$ cat src/rtl/lsu_mem_ctrl.sv
// lsu_mem_ctrl: load/store sequencer between the core memory stage and the data-memory port.
// Define LSU_MISALIGN_TRAP_EN to trap misaligned accesses at acceptance with bus_err.
module lsu_mem_ctrl #(
    parameter int TIMEOUT_CYCLES = 255
) (
    input  logic        clk,
    input  logic        rst,
    input  logic        req_valid,
    output logic        req_ready,
    input  logic        req_is_store,
    input  logic [3:0]  req_mem_rw,
    input  logic [31:0] req_addr,
    input  logic [31:0] req_wdata,
    input  logic [4:0]  req_rd,
    output logic        mem_req_valid,
    input  logic        mem_req_ready,
    output logic [31:0] mem_addr,
    output logic [3:0]  mem_we,
    output logic [31:0] mem_wdata,
    input  logic        mem_resp_valid,
    input  logic [31:0] mem_rdata,
    output logic        done,
    output logic        wb_en,
    output logic [4:0]  wb_rd,
    output logic [31:0] wb_data,
    output logic        bus_err
);
    typedef enum logic [2:0] {IDLE, ISSUE, WAIT, DONE, ERR} state_t;
    localparam logic [7:0] TO_CNT = 8'(TIMEOUT_CYCLES);

    state_t      state, state_nx;
    logic [7:0]  cnt;
    logic        is_store_q;
    logic [3:0]  rw_q;
    logic [31:0] addr_q, wdata_q;
    logic [4:0]  rd_q;
    logic        misaligned, timeout;
    logic [7:0]  lb;
    logic [15:0] lh;
    logic [31:0] load_data;

`ifdef LSU_MISALIGN_TRAP_EN
    assign misaligned = (req_mem_rw == 4'd0 && req_addr[1:0] != 2'b00) ||
                        ((req_mem_rw == 4'd1 || (!req_is_store && req_mem_rw == 4'd3)) && req_addr[0]);
`else
    assign misaligned = 1'b0;
`endif

    // A response in the same cycle as the timeout wins: the data is already here.
    assign timeout = TIMEOUT_CYCLES != 0 && cnt == TO_CNT && !mem_resp_valid;

    assign mem_addr  = {addr_q[31:2], 2'b00};
    assign mem_we    = !is_store_q ? 4'b0000 :
                       rw_q == 4'd0 ? 4'b1111 :
                       rw_q == 4'd1 ? (addr_q[1] ? 4'b1100 : 4'b0011) :
                       rw_q == 4'd2 ? 4'b0001 << addr_q[1:0] : 4'b0000;
    assign mem_wdata = rw_q == 4'd1 ? {2{wdata_q[15:0]}} :
                       rw_q == 4'd2 ? {4{wdata_q[7:0]}} : wdata_q;

    assign lb        = mem_rdata[{addr_q[1:0], 3'b000} +: 8];
    assign lh        = addr_q[1] ? mem_rdata[31:16] : mem_rdata[15:0];
    assign load_data = rw_q == 4'd0 ? mem_rdata :
                       rw_q == 4'd1 ? {{16{lh[15]}}, lh} :
                       rw_q == 4'd2 ? {{24{lb[7]}}, lb} :
                       rw_q == 4'd3 ? {16'b0, lh} :
                       rw_q == 4'd4 ? {24'b0, lb} : 32'b0;

    always_comb begin
        state_nx      = state;
        req_ready     = 1'b0;
        mem_req_valid = 1'b0;
        done          = 1'b0;
        wb_en         = 1'b0;
        bus_err       = 1'b0;
        case (state)
            IDLE: begin
                req_ready = 1'b1;
                state_nx  = req_valid ? (misaligned ? ERR : ISSUE) : IDLE;
            end
            ISSUE: begin
                mem_req_valid = 1'b1;
                state_nx      = mem_req_ready ? WAIT : ISSUE;
            end
            WAIT: begin
                bus_err  = timeout;
                state_nx = mem_resp_valid ? DONE : timeout ? IDLE : WAIT;
            end
            DONE: begin
                done     = 1'b1;
                wb_en    = !is_store_q && rd_q != 5'd0;
                state_nx = IDLE;
            end
            default: begin
                bus_err  = 1'b1;
                state_nx = IDLE;
            end
        endcase
    end

    always_ff @(posedge clk or posedge rst) begin
        if (rst) begin
            state      <= IDLE;
            cnt        <= '0;
            is_store_q <= 1'b0;
            rw_q       <= '0;
            addr_q     <= '0;
            wdata_q    <= '0;
            rd_q       <= '0;
            wb_rd      <= '0;
            wb_data    <= '0;
        end else begin
            state <= state_nx;
            if (state == ISSUE)
                cnt <= '0;
            else if (state == WAIT)
                cnt <= cnt + 8'd1;
            if (state == IDLE && req_valid) begin
                is_store_q <= req_is_store;
                rw_q       <= req_mem_rw;
                addr_q     <= req_addr;
                wdata_q    <= req_wdata;
                rd_q       <= req_rd;
            end
            if (state == WAIT && mem_resp_valid && !is_store_q) begin
                wb_rd   <= rd_q;
                wb_data <= load_data;
            end
        end
    end
endmodule

$ cat config.mk
export PLATFORM = sky130hd
export DESIGN_NAME = lsu_mem_ctrl
export DESIGN_NICKNAME = d
export VERILOG_FILES = /design/src/rtl/lsu_mem_ctrl.sv
export SDC_FILE = /design/constraint.sdc
export NUM_CORES = 1
export LEC_CHECK = 0
export ABC_AREA = 1
export CORE_UTILIZATION = 46
export DETAILED_ROUTE_END_ITERATION = 10
export PLACE_DENSITY = 0.89
export SYNTH_ARGS = -nofsm -noshare
export SYNTH_HDL_FRONTEND = slang
export SYNTH_SLANG_ARGS = --single-unit
$ cat constraint.sdc
create_clock -name clk -period 5.05 [get_ports clk]
set_input_delay 0.505 -clock clk [delete_from_list [all_inputs] [get_ports clk]]
set_output_delay 0.505 -clock clk [all_outputs]
set_load 0.005 [all_outputs]
Word-level counts from Yosys, hierarchy flattened
Index checks and enable logic that the tools add are counted.
Storage, ports and cells
  logic and storage cells: 57
  register bits: 122
  bits of input ports: 111
Operators by class
  shifts and indexed selects: 2
  reduce and logical (&&, ||, !) cells: 12
  add/sub/neg operators: 1
  mux-type cells: 25
  equality and inequality tests: 8
Operator list (count)
  32-bit 2-to-1 mux: 5
  16-bit 2-to-1 mux: 2
  32-bit by 6-bit variable part select with 8-bit output: 1
  8-bit 2-to-1 mux: 3
  4-bit 2-to-1 mux: 5
  8-bit by 1-bit adder with 8-bit output, second input constant: 1
  4-bit by 2-bit == test with 1-bit output, second input constant: 2
  8-bit == test, second input constant: 1
  3-bit by 2-bit == test with 1-bit output, second input constant: 2
  2-bit 2-to-1 mux: 3
  2-bit case mux with 3 select lines: 1
  1-bit logical AND: 5
  1-bit 2-to-1 mux: 5
  5-bit nonzero test: 1
  4-bit by 1-bit == test with 1-bit output, second input constant: 1
  4-bit by 3-bit == test with 1-bit output, second input constant: 1
  4-bit zero test: 1
  1-bit by 2-bit << shifter with 4-bit output, first input constant: 1
  3-bit by 1-bit == test with 1-bit output, second input constant: 1
  3-bit zero test: 1
  3-bit OR reduction: 1
  1-bit zero test: 2
  1-bit case mux with 2 select lines: 1
  2-bit nonzero test: 1

Depth between registers and ports, before layout
  depth in word-level cells: 6
  mapped depth: 10
  mapped depth without buffers: 9

Worst setup path after synthesis
OpenSTA, ideal clock, no wires.
  kind: register -> output
  start point: reg rw_q[2]
  end point: out mem_wdata[22]
  arrival: 1323 ps
  stages on the path, launching flop included: 9
  path buffers: 1
  slack: 3222 ps
  required time: 4545 ps
  cell sequence: dfrtp_1 -> nor2_8 -> nand2_4 -> nor2_8 -> nor2_8 -> inv_2 -> buf_4 -> nand2_1 -> o21ai_1
On the way
  longest elaborated chain between the ends: 3
  elaborated cells on any way between the ends: 4
  classes of those cells: 2 x eq/ne; 2 x mux
Ends and longest elaborated chain
  from (decl): line 34  | logic [3:0] rw_q;
  from (signal assigned): line 119  | rw_q <= req_mem_rw;
  4-bit by 2-bit == test with 1-bit output: line 58  | rw_q == 4'd2 ? {4{wdata_q[7:0]}} : wdata_q;
  32-bit 2-to-1 mux: line 58
  32-bit 2-to-1 mux *: line 57  | assign mem_wdata = rw_q == 4'd1 ? {2{wdata_q[15:0]}} :
  to (decl): line 19  | output logic [31:0] mem_wdata,
Mark *: on every way between the ends. The rest lies on a longest branch, timed or not.

Worst setup path after layout
  start point: reg rw_q[2]
  end point: out mem_wdata[21]
The elaborated chain is that of the path after synthesis.

==> results.cfg <==
[placed_design]
dpl_cell_area_um2 = 8540
pre_cts_slack_ns = 2.27
post-place-cells = 1119
place_congestion = 0.866
dp_hpwl_um = 13100
port_buffers = 218

[logic_synthesis]
ys_seq_elements = 121
synthTopCellsByCount = 197 x nand2_1, 121 x dfrtp_1, 93 x inv_1
synth_fa_ha_area_frac = 0.0114
synthMuxAreaShare = 0.0856
yosys_warnings = 0
synth-compound-area-share = 0.0683
yosysTopAreaCellShare = 0.460
netlist_top_cells_area = dfrtp_1 46%, nand2_1 11%, mux2_2 8.6%
synthesis.area_um2 = 6580
synthFlopType = dfrtp_1
avgSynthCellArea_um2 = 8.32
synth_top_family_by_area = simple AND/OR/NAND/NOR gates
seq_area_frac_synth = 0.460
synth_xor_area_frac = 0
yosys.area_share.simple = 0.242
async_reset_ff_frac = 1.00
yosysMostFrequentCell = nand2_1
yosys.area.top_type = dfrtp_1
synth_cell_types = 33
synth_edf_count = 0
netlist_instances = 791

[layout]
drive_above_1_share = 0.123
syn2layout_area_growth_pct = 38.8
diodes = 0
design_area_um2 = 9140
nets = 1075
stdcell_count = 1151

[clock_network]
ctsLongestPathBuffers = 2
path_clk_slew_ns = 0.05
cts-resized-gates = 0
h-tree-depth = 4
clock_sinks = 121
cts_hold_buf = 0
numCtsBuffers = 17
clock_latency_ns = 0.42
cts-root-buf = clkbuf_16
postCtsSetupRepairBufs = 0
cts_tree = built

[timing]
drv_slew = 0
maxSlewHeadroom = 0.513
fin_ws_ns = 1.82
finalCritPeriodShare = 0.640
worst_clock_skew_ns = 0.00699
tightest_slew_ns = 0.731
min_period_ns = 3.23
fmax_mhz = 310
grt_setup_unrepaired = no
finalSetupViolCount = 0
setup_tns_ns = 0
hold_viol = 0

[routing]
vias = 5743
drc = 0
routedWlPerCell_um = 15.4
drt_wl_total_um = 17700
dr.pass1.iters = 5
ant_nets = 0
post_drt_via_cell_ratio = 4.99
initialDrtViolationCount = 304

[die]
fp.dieW_um = 122
ios = 221
die_h_um = 122
initial_core_util = 0.472
dieArea_um2 = 14800
core_area_um2 = 13900
rows = 43

[power_and_ir_drop]
p_leak_nw = 4.54
power.density_nw_per_um2 = 594
total_power_w = 0.00543
ir_drop_v = 0.000372

[grt]
track_usage = 0.248
grt_max_degree = 60
antenna_found_initial = 0
grt_pass1_wl_um = 27700
grt_pass1_vias = 5611
overflow = 0

[worst_setup_path]
required_ns = 4.55
crit_end = mem_wdata[21]
rrSetupSlack_ns = 2.80
r2r_start = state[0]
crit_fanout = 19
worstSetupStartpointType = flop
arrival_ns = 2.73
reg2reg_to = wdata_q[7]
end_kind = output pin
rr_worst_depth = 5
cp-startpoint = rw_q[2]
crit_type = flop to output pin

[status]
outcome = completed

[hold_path]
hp-class = flop to flop

[flow_run]
drv_cap = 0
[how the worst min path moves through the flow]
stage / to / startpoint / cells after the start / slack, ns
floorplan: cnt[4] / cnt[4] / 2 / 0.46
global placement: wb_rd[3] / wb_rd[3] / 2 / 0.46
detailed placement: wb_data[11] / wb_data[11] / 2 / 0.47
CTS: wb_rd[3] / wb_rd[3] / 2 / 0.49
global route: wb_rd[3] / wb_rd[3] / 2 / 0.50
finish: wb_rd[3] / wb_rd[3] / 2 / 0.48
[stage by stage]
stage               utilization  hold slack, ns
global placement          0.613           0.465
finish                    0.656           0.484
global route              0.656           0.502
floorplan                     -           0.463
CTS                       0.656           0.487
detailed placement        0.613           0.470
[cell type report]
cell class	instances	area (um2)
Sequential cell	121	3030
Fill cell	1143	4800
Tap cell	180	225
Clock buffer	24	482
Inverter	97	372
Multi-Input combinational cell	499	2700
Timing Repair Buffer	222	2210
Clock inverter	8	118
[sequential cells by signal, summed over array words and instances (netlist names)]
name,flops
is_store_q,1
cnt,8
rw_q,4
wdata_q,32
rd_q,5
state,2
wb_rd,5
addr_q,32
wb_data,32
[metal layers]
metal,track usage,part of all wire,vias to the layer above
li1,-,-,2798
met1,0.291,0.40,2670
met2,0.418,0.49,254
met3,0.0857,0.099,21
met4,0.0934,0.018,0
met5,0,0,-
[power breakdown]
| group | total [W] | switching [W] | leakage (nW) | internal (W) |
|---|---|---|---|---|
| combinational | 0.00243 | 0.00106 | 2.79 | 0.00136 |
| sequential | 0.00176 | 0.000339 | 1.46 | 0.00143 |
| clock | 0.00124 | 0.000425 | 0.294 | 0.000811 |
[layout by cell type (no fill, tap or decap), types with 2 or more instances in the layout]
| cell type | n |
|---|---|
| clkbuf_1 | 4 |
| ha_1 | 6 |
| clkbuf_8 | 3 |
| conb_1 | 2 |
| inv_2 | 2 |
| o21a_1 | 2 |
| nand3_2 | 6 |
| buf_4 | 4 |
| a21oi_1 | 45 |
| nor3_1 | 2 |
| nand4_1 | 2 |
| dfrtp_1 | 121 |
| nand3_1 | 69 |
| mux2_2 | 50 |
| inv_1 | 92 |
| clkdlybuf4s50_1 | 218 |
| nand2_4 | 4 |
| o21ai_1 | 8 |
| nor2_1 | 50 |
| bufinv_16 | 3 |
| nand2_1 | 196 |
| nor2_8 | 3 |
| clkinv_2 | 4 |
| clkbuf_16 | 17 |
| or2_2 | 16 |
| o21ai_0 | 31 |
[worst max-delay path, stage by stage, from the launching register on]
cell and delay (ns):
dfrtp_1 0.46, nor2_8 0.32, nand2_4 0.21, nor2_8 0.28, nor2_8 0.09, inv_2 0.22, nand2_1 0.11, o21ai_1 0.09
clkdlybuf4s50_1 0.51
[logic make-up (layout without fill, tap and decap cells)]
kind of cell / after synthesis / after routing
muxes: 50 / 50
AOI/OAI and AO/OA: 88 / 88
and+or+nand+nor: 353 / 353
DFF: 121 / 121
other: 1 / 2
buffers and inverters: 172 / 351
adders and majority gates: 6 / 6
Power figures use the tool's default switching activity.
